## src/rtl/fcmp_arb_if.sv

```systemverilog
// -----------------------------------------------------------------------------
// fcmp_arb_if -- bundle of request/result handshake signals for fcmp_arb.
//
// Signals (per requester n in {0,1}):
//   reqn_valid  request present
//   reqn_ready  request accepted this cycle when high with reqn_valid
//   reqn_op     00 FEQ, 01 FLT, 10 FLE, 11 reserved
//   reqn_x1/x2  IEEE-754 single-precision operands
// Result side:
//   out_valid   result held in the output register
//   out_ready   consumer takes the result this cycle
//   out_id      requester that issued the result
//   out_res     comparison result
//   out_nv      invalid-operation flag
//
// Modports: slave  = comparator/arbiter side (fcmp_arb)
//           master = requesters + result consumer side
// -----------------------------------------------------------------------------
interface fcmp_arb_if;
  logic        req0_valid;
  logic        req0_ready;
  logic [1:0]  req0_op;
  logic [31:0] req0_x1;
  logic [31:0] req0_x2;

  logic        req1_valid;
  logic        req1_ready;
  logic [1:0]  req1_op;
  logic [31:0] req1_x1;
  logic [31:0] req1_x2;

  logic        out_valid;
  logic        out_ready;
  logic        out_id;
  logic        out_res;
  logic        out_nv;

  modport slave (
    input  req0_valid, req0_op, req0_x1, req0_x2,
    input  req1_valid, req1_op, req1_x1, req1_x2,
    input  out_ready,
    output req0_ready, req1_ready,
    output out_valid, out_id, out_res, out_nv
  );

  modport master (
    output req0_valid, req0_op, req0_x1, req0_x2,
    output req1_valid, req1_op, req1_x1, req1_x2,
    output out_ready,
    input  req0_ready, req1_ready,
    input  out_valid, out_id, out_res, out_nv
  );
endinterface

```

## src/rtl/fcmp_arb.sv

```systemverilog
// -----------------------------------------------------------------------------
// fcmp_arb -- two-requester round-robin arbiter in front of one shared
// single-precision compare unit (FEQ/FLT/FLE) with a one-entry output register.
//
// Ports:
//   clk   sole clock, rising edge
//   rstn  asynchronous reset, active low
//   bus   fcmp_arb_if.slave -- request handshakes and registered result
//
// Behaviour: at most one accept per cycle; a request is accepted when the
// output register is empty or being drained this cycle, so results stream at
// one per cycle with one cycle of latency and are never overwritten.
//
// Configuration macro: FCMP_NAN_CHECK_EN
//   defined   -> NaN operands force res=0; nv set for FLT/FLE with any NaN
//                and for FEQ with a signalling NaN.
//   undefined -> NaN is compared as an ordinary encoding; no NaN logic.
// -----------------------------------------------------------------------------
module fcmp_arb (
  input  logic       clk,
  input  logic       rstn,
  fcmp_arb_if.slave  bus
);

  localparam logic [1:0] OP_FEQ = 2'b00;
  localparam logic [1:0] OP_FLT = 2'b01;
  localparam logic [1:0] OP_FLE = 2'b10;

  logic out_valid_q, out_valid_d;
  logic out_id_q,    out_id_d;
  logic out_res_q,   out_res_d;
  logic out_nv_q,    out_nv_d;
  logic ptr_q,       ptr_d;

  // ---------------------------------------------------------------------------
  // Arbitration: the pointer only matters when both requesters are valid.
  // ---------------------------------------------------------------------------
  logic any_valid;
  logic grant;
  logic out_free;
  logic accept;

  assign any_valid = bus.req0_valid || bus.req1_valid;
  assign grant     = (bus.req0_valid && bus.req1_valid) ? ptr_q : !bus.req0_valid;
  assign out_free  = !out_valid_q || bus.out_ready;
  // rstn gates the readies so they read low while reset is asserted.
  assign accept    = rstn && out_free && any_valid;

  assign bus.req0_ready = accept && !grant;
  assign bus.req1_ready = accept &&  grant;

  // ---------------------------------------------------------------------------
  // Shared comparator on the granted request.
  // ---------------------------------------------------------------------------
  logic [1:0]  op;
  logic [31:0] a;
  logic [31:0] b;

  assign op = grant ? bus.req1_op : bus.req0_op;
  assign a  = grant ? bus.req1_x1 : bus.req0_x1;
  assign b  = grant ? bus.req1_x2 : bus.req0_x2;

  logic both_zero;
  logic is_eq;
  logic is_lt;
  logic cmp_res;
  logic cmp_nv;

  // +0 and -0 differ only in the sign bit, so zero detection ignores it.
  assign both_zero = (a[30:0] == 31'd0) && (b[30:0] == 31'd0);
  assign is_eq     = (a == b) || both_zero;

  // Sign-magnitude ordering: exponent and mantissa concatenated compare as an
  // unsigned magnitude, which orders denormals correctly without flushing.
  always_comb begin
    unique case ({a[31], b[31]})
      2'b00:   is_lt = a[30:0] < b[30:0];
      2'b11:   is_lt = a[30:0] > b[30:0];
      2'b10:   is_lt = !both_zero;
      default: is_lt = 1'b0;
    endcase
  end

`ifdef FCMP_NAN_CHECK_EN
  logic a_nan, b_nan, any_snan;
  assign a_nan    = (a[30:23] == 8'hFF) && (a[22:0] != 23'd0);
  assign b_nan    = (b[30:23] == 8'hFF) && (b[22:0] != 23'd0);
  // Quiet NaNs have mantissa bit 22 set; a clear bit 22 marks signalling.
  assign any_snan = (a_nan && !a[22]) || (b_nan && !b[22]);
`endif

  always_comb begin
    // NOTE: every combinational output gets a default first so no path leaves
    // it unassigned, which would otherwise infer a latch.
    cmp_res = 1'b0;
    cmp_nv  = 1'b0;
    unique case (op)
      OP_FEQ:  cmp_res = is_eq;
      OP_FLT:  cmp_res = is_lt;
      OP_FLE:  cmp_res = is_lt || is_eq;
      default: cmp_nv  = 1'b1;
    endcase
`ifdef FCMP_NAN_CHECK_EN
    if (a_nan || b_nan) begin
      cmp_res = 1'b0;
      unique case (op)
        OP_FEQ:  cmp_nv = any_snan;
        default: cmp_nv = 1'b1;
      endcase
    end
`endif
  end

  // ---------------------------------------------------------------------------
  // Output register and priority pointer.
  // ---------------------------------------------------------------------------
  always_comb begin
    out_valid_d = out_valid_q;
    out_id_d    = out_id_q;
    out_res_d   = out_res_q;
    out_nv_d    = out_nv_q;
    ptr_d       = ptr_q;
    if (accept) begin
      // Covers the drain-and-reload case too: no bubble between results.
      out_valid_d = 1'b1;
      out_id_d    = grant;
      out_res_d   = cmp_res;
      out_nv_d    = cmp_nv;
      ptr_d       = !grant;
    end else if (out_valid_q && bus.out_ready) begin
      out_valid_d = 1'b0;
    end
  end

  always_ff @(posedge clk or negedge rstn) begin
    if (!rstn) begin
      out_valid_q <= 1'b0;
      out_id_q    <= 1'b0;
      out_res_q   <= 1'b0;
      out_nv_q    <= 1'b0;
      ptr_q       <= 1'b0;
    end else begin
      // NOTE: state registers use non-blocking assignment so every flop
      // samples its pre-edge inputs regardless of statement order.
      out_valid_q <= out_valid_d;
      out_id_q    <= out_id_d;
      out_res_q   <= out_res_d;
      out_nv_q    <= out_nv_d;
      ptr_q       <= ptr_d;
    end
  end

  assign bus.out_valid = out_valid_q;
  assign bus.out_id    = out_id_q;
  assign bus.out_res   = out_res_q;
  assign bus.out_nv    = out_nv_q;

endmodule

```

## src/flat_wrapper.sv

```systemverilog
// flat-port wrapper written by rule: the top's interface ports become plain ports
module fcmp_arb_flat 
  (clk, rstn, bus_req0_valid, bus_req0_op, bus_req0_x1, bus_req0_x2, bus_req1_valid, bus_req1_op, bus_req1_x1, bus_req1_x2, bus_out_ready, bus_req0_ready, bus_req1_ready, bus_out_valid, bus_out_id, bus_out_res, bus_out_nv);
  fcmp_arb_if bus_i ();
  input  logic clk;
  input  logic rstn;
  input wire logic [$bits(bus_i.req0_valid)-1:0] bus_req0_valid;
  input wire logic [$bits(bus_i.req0_op)-1:0] bus_req0_op;
  input wire logic [$bits(bus_i.req0_x1)-1:0] bus_req0_x1;
  input wire logic [$bits(bus_i.req0_x2)-1:0] bus_req0_x2;
  input wire logic [$bits(bus_i.req1_valid)-1:0] bus_req1_valid;
  input wire logic [$bits(bus_i.req1_op)-1:0] bus_req1_op;
  input wire logic [$bits(bus_i.req1_x1)-1:0] bus_req1_x1;
  input wire logic [$bits(bus_i.req1_x2)-1:0] bus_req1_x2;
  input wire logic [$bits(bus_i.out_ready)-1:0] bus_out_ready;
  output wire logic [$bits(bus_i.req0_ready)-1:0] bus_req0_ready;
  output wire logic [$bits(bus_i.req1_ready)-1:0] bus_req1_ready;
  output wire logic [$bits(bus_i.out_valid)-1:0] bus_out_valid;
  output wire logic [$bits(bus_i.out_id)-1:0] bus_out_id;
  output wire logic [$bits(bus_i.out_res)-1:0] bus_out_res;
  output wire logic [$bits(bus_i.out_nv)-1:0] bus_out_nv;
  assign bus_i.req0_valid = bus_req0_valid;
  assign bus_i.req0_op = bus_req0_op;
  assign bus_i.req0_x1 = bus_req0_x1;
  assign bus_i.req0_x2 = bus_req0_x2;
  assign bus_i.req1_valid = bus_req1_valid;
  assign bus_i.req1_op = bus_req1_op;
  assign bus_i.req1_x1 = bus_req1_x1;
  assign bus_i.req1_x2 = bus_req1_x2;
  assign bus_i.out_ready = bus_out_ready;
  assign bus_req0_ready = bus_i.req0_ready;
  assign bus_req1_ready = bus_i.req1_ready;
  assign bus_out_valid = bus_i.out_valid;
  assign bus_out_id = bus_i.out_id;
  assign bus_out_res = bus_i.out_res;
  assign bus_out_nv = bus_i.out_nv;
  fcmp_arb u_core (.clk(clk), .rstn(rstn), .bus(bus_i));
endmodule
```

## config.mk

```make
export PLATFORM = sky130hd
export DESIGN_NAME = fcmp_arb_flat
export DESIGN_NICKNAME = d
export VERILOG_FILES = /design/src/rtl/fcmp_arb_if.sv /design/src/rtl/fcmp_arb.sv /design/src/flat_wrapper.sv
export SDC_FILE = /design/constraint.sdc
export NUM_CORES = 1
export LEC_CHECK = 0
export BUFFER_PORTS_ARGS = -buffer_cell sky130_fd_sc_hd__buf_2
export CORE_ASPECT_RATIO = 0.7
export CORE_MARGIN = 1
export CORE_UTILIZATION = 39
export CTS_CLUSTER_DIAMETER = 30
export DETAILED_ROUTE_END_ITERATION = 6
export GPL_ROUTABILITY_DRIVEN = 1
export PLACE_DENSITY_LB_ADDON = 0.12
export SYNTH_ARGS = -nofsm -noshare
export SYNTH_HDL_FRONTEND = slang
export SYNTH_SLANG_ARGS = --single-unit
```

## constraint.sdc

```tcl
create_clock -name clk -period 3.8 [get_ports clk]
set_input_delay 0.19 -clock clk [delete_from_list [all_inputs] [get_ports clk]]
set_output_delay 0.19 -clock clk [all_outputs]
set_load 0.02 [all_outputs]
```

Word level (Yosys, flattened, before mapping) --
Cells that the tools add are included.
Word-level totals: memories kept 0, memory bits (read-only) 0, bits of input ports 137, memory bits (writable) 0, bits in registers 5, output and inout bits 6, latch bits 0
Operators by class: $mul 0, div/mod/pow operators 0, shift-type cells 0, add/subtract/negate cells 0, mux-type cells 9, $lt $le $gt $ge 2, reductions and logical operators 21, bitwise logic cells 0, equal/unequal tests 5
Operators with widths (number):
- $mux 32 | 2
- $logic_not 31->1 | 2
- $eq 32x32->1 | 1
- $gt 31x31->1 | 1
- $lt 31x31->1 | 1
- $logic_and 1x1->1 | 7
- $eq 2x2->1 const B | 3
- $pmux 1 s3 | 2
- $logic_not 1->1 | 4
- $logic_not 2->1 | 2
- $logic_or 1x1->1 | 4
- $mux 1 | 4
- $reduce_or 3->1 | 1
- $eq 2x1->1 const B | 1
- $mux 2 | 1
- $reduce_bool 2->1 | 1

Depth between registers and ports, before layout --
Gate-level depths: netlist of the first run.
depth in word-level cells 9, depth in mapped cells 17, mapped depth without buffers 13

Least setup slack after synthesis of the first run --
No wires, ideal clock.
path type reg-to-reg, start point register u_core.ptr_q, end point register u_core.out_res_q (netlist: u_core.bus.out_res), period minus slack after synthesis 3584 ps, cell stages (with the launch flop) 17, arrival 3519 ps, setup slack 216 ps, library setup time 64 ps, cells stage by stage dfrtp_1 > a21bo_4 > buf_2 > buf_1 > buf_1 > clkbuf_1 > nand2_1 > nand2_1 > ha_1 > and4_1 > o2111ai_1 > or2_1 > or4_4 > o21ai_2 > nand3_2 > a31oi_1 > o21a_1
On the way: word-level cells in the longest chain between the ends 8, elaborated cells between the ends (all ways) 21, those cells by class order compare (2); eq/ne (5); mux (6); reduce/logical (8)
RTL lines:
- start: declaration | RTL line fcmp_arb.sv:33 | logic ptr_q, ptr_d;
- start signal: assignment | RTL line fcmp_arb.sv:149 | ptr_q <= ptr_d;
- $mux 1 * | RTL line fcmp_arb.sv:44 | assign grant = (bus.req0_valid && bus.req1_valid) ? ptr_q : !bus.req0_valid;
- branches (longest 6 deep; another with $gt 31x31->1)
- $pmux 1 s3 * | RTL line fcmp_arb.sv:97 | unique case (op)
- end signal: assignment | RTL line fcmp_arb.sv:147 | out_res_q <= out_res_d;
- end: declaration | RTL line fcmp_arb.sv:31 | logic out_res_q, out_res_d;
Every way passes the cells marked *. A chain may end at the register's enable or synchronous reset.

Worst setup path in the final report of the first run --
Ends and elaborated chain as after synthesis.

==> results.cfg, run 1 <==
[die]
dieArea_sq_mm = 0.00585
io_pins = 143
die_height_um = 64.3
num_rows = 22
core_area_sq_mm = 0.00529
die-width_um = 91.0
floorplan.initialDensity = 0.409

[synth]
synth-main-ff-cell = dfrtp_1
synth_edf_count = 0
syn_avg_cell_area_sq_um = 6.65
synth_top_area_frac = 0.168
yosysWarnings = 0
yosysUniqueCellTypes = 45
yosysSeqAreaShare = 0.0579
ys_ff_latch = 5
synthesis.nets = 491
synth_cells = 325
synthArstFlopShare = 1.00
yosys.area.top_type = ha_1
synth.area.top_cells = ha_1 17%, nand2_1 17%, mux2i_1 13%
syn_area_sq_mm = 0.00216

[timing]
fin_tns_setup_ns = 0
period_share = 0.902
holdWs_ns = 0.259
finalSetupViolations = 0
max_clock_freq_mhz = 292
drv_slew = 0
hold_viol = 0
setup_slack_ns = 0.372
fin_skew_ns = 0.000192
max_slew.worst_pin.slew_ns = 0.573
rsz0062_at_grt = false
period_needed_ns = 3.43
timing.slew.headroom = 0.618

[worst_setup_path]
cp.required_ns = 3.97
r2r_start = u_core.ptr_q
crit_path_end_kind = flop
critPathTopFamily = simple AND/OR/NAND/NOR gates
path_cells = a21bo_4, buf_4, nand2_1, nand2_1, ha_1, nand4_1, nor4_1, o2111ai_1, or4_4, o21ai_2, nand3_2, a31oi_1, o21a_1
crit_slowest_cell = a21bo_4
cp_slowest_stage_delay_ns = 0.52
worst-path-stages = 13
reg2reg_depth = 13
path_class = flop to flop
cp_max_fo = 42
arrival_ns = 3.59
path_common_cell = nand2_1
start_kind = flop
crit_buf_inv = 1
r2r_end = u_core.bus.out_res
r2r_slack_ns = 0.37

[place]
dpl.hpwl_mm = 6.92
place_ws_ns = 0.370
gp_congestion = 0.904
dpl_cell_area_sq_mm = 0.00298
dpl.cell_count = 536
io_buffers = 142

[hold_path]
hold_path.class = input pin to flop
min_from = bus_out_ready
holdPathStages = 3
holdPathEnd = u_core.bus.out_valid

[grt]
gr-total-overflow = 0
grt_max_degree = 43
antenna_found_initial = 0
grt_pass1_wl_mm = 12.8
grt_pass1_vias = 2722
grt_usage = 0.269

[power]
power.internal_uw = 330
power_frac_clock = 0.168
swShare = 0.454
switching_power_uw = 274
p_leak_nw = 1.67
seq_power_share = 0.115
power_frac_comb = 0.717
power.density_mw_per_mm2 = 199
ir_drop_mv = 0.0845

[detailed_routing]
wl_per_cell_um = 14.8
drtIter0Drc = 173
vias = 2940
routed_wl_mm = 7.99
vias_per_cell = 5.43
antenna_left = 0
firstDrtPassIters = 5
drcViolationCount = 0

[finish]
ff_latch_area_sq_um = 125
diodes = 0
drive_gt1_frac = 0.341
nets = 636
num-fill-cells = 544
multi_input_area_sq_mm = 0.00197
fin_area_sq_mm = 0.00304
area_growth_pct = 40.6
final_cells = 541

[cts]
cts_tree = built
cts_buffers = 3
clkSinkCount = 5
clk_pin_slew_ns = 0.04
cts_hold_buf = 1
h-tree-depth = 1
root_buffer = clkbuf_8
post_cts_resized = 0
cts_buffer_depth = 2
clk_latency_ns = 0.22
post_cts_buffers = 0

[status]
status = finished, final reports clean

[flow_run]
max_cap_violations = 0
[logic make-up (layout without fill, tap and decap cells)]
kind of cell             after synthesis  in the layout  share of synthesized area
AND/OR/NAND/NOR                      185            185                      0.405
AO/OA/AOI/OAI                         41             41                      0.128
adder cells (fa/ha/maj)               33             33                      0.186
multiplexers                          28             28                      0.130
buffers and inverters                 19            163                     0.0353
XOR/XNOR                              14             14                     0.0567
flip-flops                             5              5                     0.0579
[worst min-delay path, delay by kind of cell]
kind / cells / cell delay [ns]
simple gates: 2 / 0.18
buf+inv: 1 / 0.07
[stage by stage]
stage | util | power, mW
6_report | 0.575 | 0.604
5_1_grt | 0.575 | 0.660
4_1_cts | 0.575 | 0.602
3_5_place_dp | 0.565 | 0.495
3_3_place_gp | 0.565 | 0.491
2_1_floorplan | - | 0.322
[power groups by stage]
stage	clock (mW)	combinational [mW]	sequential (mW)
final	0.101	0.433	0.0695
after global routing	0.110	0.480	0.0707
after CTS	0.103	0.429	0.0695
after detailed placement	0	0.425	0.0702
after global placement	0	0.422	0.0694
after floorplan	0	0.243	0.0784
[final cells by class]
type / instances / share of cell area
Clock buffer: 4 / 0.0148
Inverter: 8 / 0.00988
Multi-Input combinational cell: 301 / 0.648
Sequential cell: 5 / 0.0412
Tap cell: 72 / 0.0296
Timing Repair Buffer: 151 / 0.257
[state kept, by name, indices dropped and copies added, names as in the netlist]
signal,cells
u_core.bus.out_valid,1
u_core.ptr_q,1
u_core.bus.out_res,1
u_core.bus.out_id,1
u_core.bus.out_nv,1
[routing by layer]
metal,global-route usage,vias up,routed length (um)
met5,0,-,0
met4,0.0357,0,60
met3,0.0369,8,761
met2,0.417,142,3270
met1,0.402,1316,3900
li1,-,1474,-
[worst max path at each step]
stage,end,from,slack [ns]
6_report,u_core.bus.out_res,u_core.ptr_q,0.37
5_1_grt,u_core.bus.out_res,u_core.ptr_q,0.12
4_1_cts,u_core.bus.out_res,u_core.ptr_q,0.38
3_5_place_dp,u_core.bus.out_res,u_core.ptr_q,0.37
3_3_place_gp,u_core.bus.out_res,u_core.ptr_q,0.63
2_1_floorplan,u_core.bus.out_res,u_core.ptr_q,0.22
[synthesized netlist by cell type (all sizes together) (2+ instances only)]
cell     count
a31oi        4
nand2       97
and2         2
nor2b        2
a21oi       12
nand3b       4
mux2i       27
clkbuf       5
ha          29
nand4        8
nor4        31
xnor2        4
buf          6
xor2        10
a21o         4
o2111ai      3
maj3         4
nand2b       3
nor2        20
o21ai        8
a211o        2
nand4b       2
inv          8
dfrtp        5
nand3       10
[layout by cell type (no fill, tap or decap), drive strengths merged, types with 10 or more instances in the layout]
master and n:
nand2 97, ha 29, mux2i 27, buf 150, nand3 10, nor4 31
a21oi 12, nor2 20, xor2 10
No activity file was read; power rests on OpenSTA's default activity.
==> run 2: changes to the inputs <==
REMOVE_ABC_BUFFERS = 1   (was unset)
==> results.cfg, run 2 (synthesis results as in run 1) <==
[power]
p_leak_nw = 1.65
ir_drop_mv = 0.100
power.density_mw_per_mm2 = 199

[timing]
max_slew.worst_pin.slew_ns = 0.635
rsz0062_at_grt = false
finalSetupViolations = 0
fin_skew_ns = 0.00250
drv_slew = 0
period_share = 0.879
holdWs_ns = 0.257
period_needed_ns = 3.34
max_clock_freq_mhz = 299
hold_viol = 0
timing.slew.headroom = 0.577
fin_tns_setup_ns = 0

[detailed_routing]
vias_per_cell = 5.48
firstDrtPassIters = 5
vias = 2935
antenna_left = 0
drtIter0Drc = 174
drcViolationCount = 0
wl_per_cell_um = 15.0
routed_wl_mm = 8.02

[worst_setup_path]
cp_max_fo = 49
path_class = flop to flop
path_cells = a21bo_4, buf_4, nand2_1, nand2_1, ha_1, nand4_1, nor4_1, o2111ai_1, or4_4, o21ai_2, nand3_2, a31oi_1, o21a_1
arrival_ns = 3.51
start_kind = flop
cp.required_ns = 3.97
cp_slowest_stage_delay_ns = 0.56
crit_path_end_kind = flop
reg2reg_depth = 13
path_common_cell = nand2_1
crit_slowest_cell = a21bo_4

[die]
floorplan.initialDensity = 0.409
dieArea_sq_mm = 0.00585
core_area_sq_mm = 0.00529
die_height_um = 64.3
io_pins = 143
die-width_um = 91.0
num_rows = 22

[grt]
grt_pass1_wl_mm = 12.7
grt_pass1_vias = 2656
gr-total-overflow = 0
antenna_found_initial = 0
grt_usage = 0.273
grt_max_degree = 50

[place]
dpl.cell_count = 531
dpl.hpwl_mm = 6.86
io_buffers = 142
gp_congestion = 0.884

[cts]
clk_pin_slew_ns = 0.04
cts_buffers = 3
cts_tree = built
post_cts_buffers = 0
cts_hold_buf = 1
cts_buffer_depth = 2
post_cts_resized = 0
clkSinkCount = 5
clk_latency_ns = 0.23
h-tree-depth = 1
root_buffer = clkbuf_8

[finish]
fin_util = 0.570
final_cell_mix = 142 x buf_2, 96 x nand2_1, 31 x nor4_1
drive_gt1_frac = 0.334
area_growth_pct = 39.4
multi_input_area_sq_mm = 0.00197
num-fill-cells = 542
ff_latch_area_sq_um = 125
layout_commonest_cell = buf_2
diodes = 0
nets = 631
final_cells = 536

[flow_run]
max_cap_violations = 0

[hold_path]
holdPathStages = 3
hold_path.class = input pin to flop

[status]
status = finished, final reports clean
-- run 2: final timing paths --
check	from	to	slack, ns
hold reg to reg	u_core.bus.out_id	u_core.bus.out_id	0.52
max in group asynchronous	rstn	u_core.bus.out_nv	3.35
setup / recovery	u_core.ptr_q	u_core.bus.out_res	0.46
hold / removal	bus_req0_op[0]	u_core.bus.out_nv	0.26
setup reg to reg	u_core.ptr_q	u_core.bus.out_res	0.46
min in group asynchronous	rstn	u_core.bus.out_valid	0.31
-- run 2: cell type report --
type	count	share of cell area
Timing Repair Buffer	146	0.251
Multi-Input combinational cell	301	0.653
Sequential cell	5	0.0415
Tap cell	72	0.0299
Clock buffer	4	0.0149
Inverter	8	0.00996
-- run 2: critical path: cells and delay by family, from the launching register on --
kind / cells / cell delay [ns]
buffers and inverters: 1 / 0.32
flip-flops: 1 / 0.42
AND/OR/NAND/NOR: 6 / 1.17
adder cells (fa/ha/maj): 1 / 0.16
AO/OA/AOI/OAI: 5 / 1.20
-- run 2: routing by layer --
| layer | global-route usage | routed length (um) | vias up |
|---|---|---|---|
| met4 | 0.0516 | 93 | 0 |
| met3 | 0.0595 | 822 | 14 |
| met2 | 0.394 | 3040 | 164 |
| li1 | - | - | 1465 |
| met5 | 0 | 0 | - |
| met1 | 0.408 | 4060 | 1292 |
-- run 2: metrics by stage --
step | instance area (sq um) | setup WS [ns] | power [mW]
6_report | 3010 | 0.458 | 0.601
5_1_grt | 3010 | 0.197 | 0.656
4_1_cts | 3010 | 0.470 | 0.598
3_5_place_dp | 2960 | 0.512 | 0.491
3_3_place_gp | 2960 | 0.576 | 0.487
2_1_floorplan | 2120 | -0.261 | 0.317
-- run 2: power breakdown --
group | switching (mW) | internal (mW)
Combinational | 0.239 | 0.191
Clock | 0.0299 | 0.0723
Sequential | 0.00629 | 0.0629
Total | 0.275 | 0.326
==> run 3: changes to the inputs <==
MAX_ROUTING_LAYER = met4   (was unset)
SKIP_CTS_REPAIR_TIMING = 1   (was unset)
==> results.cfg, run 3 (synthesis results as in run 1) <==
[status]
status = finished, final reports clean

[worst_setup_path]
cp.required_ns = 3.96
start_kind = flop
cp_max_fo = 49
path_class = flop to flop
reg2reg_depth = 12
crit_path_end_kind = flop
arrival_ns = 3.55

[grt]
grtUsageMet3 = 0.0357
use_met2 = 0.396
use_met1 = 0.430
gr-max-usage-layer = met1
grt_max_degree = 50
gr-total-overflow = 0
grt_pass1_vias = 2613
antenna_found_initial = 0
grt_usage = 0.280
grt_pass1_wl_mm = 12.8

[finish]
final_cell_mix = 142 x buf_2, 96 x nand2_1, 31 x nor4_1
multi_input_area_sq_mm = 0.00197
diodes = 0
layout_commonest_cell = buf_2
fin_util = 0.570
area_growth_pct = 39.4
nets = 631
ff_latch_area_sq_um = 125
drive_gt1_frac = 0.334
num-fill-cells = 555

[die]
floorplan.initialDensity = 0.409
io_pins = 143
die-width_um = 91.0
core_area_sq_mm = 0.00529
num_rows = 22
die_height_um = 64.3
dieArea_sq_mm = 0.00585

[detailed_routing]
vias_per_cell = 5.36
firstDrtPassIters = 5
routed_wl_mm = 7.89
antenna_left = 0
drtIter0Drc = 184
drcViolationCount = 0
wl_per_cell_um = 14.7
vias = 2872

[timing]
fin_tns_setup_ns = 0
period_share = 0.891
drv_slew = 0
max_clock_freq_mhz = 296
period_needed_ns = 3.38
max_slew.worst_pin.slew_ns = 0.654
fin_skew_ns = 0.00674
rsz0062_at_grt = false
timing.slew.headroom = 0.564
hold_viol = 0
finalSetupViolations = 0

[place]
dpl.hpwl_mm = 6.78
gp_congestion = 0.895
io_buffers = 142

[cts]
clk_latency_ns = 0.22
clkSinkCount = 5
cts_tree = built
clk_pin_slew_ns = 0.04
cts_buffers = 3
h-tree-depth = 1
cts_buffer_depth = 2
root_buffer = clkbuf_8

[power]
p_leak_nw = 1.65
finalPower_uw = 598
power.density_mw_per_mm2 = 198
ir_drop_mv = 0.100

[hold_path]
holdPathStages = 3
hold_path.class = input pin to flop

[flow_run]
max_cap_violations = 0
==> run 3: cell counts in the layout (fill, tap and decap cells not counted) <==
No cell type changed its count.
==> run 3: where the power goes <==
| part | internal, mW | switching, mW | leakage, nW |
|---|---|---|---|
| combinational | 0.191 | 0.237 | 1.57 |
| clock | 0.0721 | 0.0274 | 0.0228 |
| sequential | 0.0629 | 0.00683 | 0.0586 |
==> run 3: metrics by stage <==
stage                     setup WS (ns)  cells  instance area (sq um)  hold slack [ns]
after floorplan                  -0.261    314                   2120           -0.106
after global placement            0.567    531                   2960           0.0146
after detailed placement          0.459    531                   2960           0.0183
after CTS                         0.446    535                   3000           -0.221
after global routing              0.164    536                   3010            0.295
final                             0.416    536                   3010            0.268
==> run 3: final timing paths <==
check	slack, ns	endpoint	start
setup / recovery	0.42	u_core.bus.out_res	u_core.ptr_q
hold / removal	0.27	u_core.bus.out_nv	bus_req0_op[0]
setup reg to reg	0.42	u_core.bus.out_res	u_core.ptr_q
hold reg to reg	0.49	u_core.bus.out_id	u_core.bus.out_id
max in group asynchronous	3.33	u_core.ptr_q	rstn
min in group asynchronous	0.33	u_core.bus.out_valid	rstn
==> run 3: area by class of cell <==
type / instances / area share
Multi-Input combinational cell: 301 / 0.653
Timing Repair Buffer: 146 / 0.251
Sequential cell: 5 / 0.0415
Tap cell: 72 / 0.0299
Clock buffer: 4 / 0.0149
Inverter: 8 / 0.00996
==> run 3: worst max-delay path, cell delays in order (launching register included) <==
cell and delay (ns):
dfrtp_1 0.41, a21bo_4 0.58, nand2_1 0.19, nand2_1 0.17, ha_1 0.19, and4_1 0.26
o2111ai_1 0.16, or2_1 0.30, or4_4 0.54, o21ai_2 0.14, nand3_2 0.08, a31oi_1 0.16
o21a_1 0.14
==> run 3: layer usage <==
| metal | part of all wire | up-vias |
|---|---|---|
| li1 | - | 1462 |
| met1 | 0.52 | 1272 |
| met2 | 0.39 | 134 |
| met3 | 0.092 | 4 |
| met4 | 0.0039 | 0 |
| met5 | 0 | - |
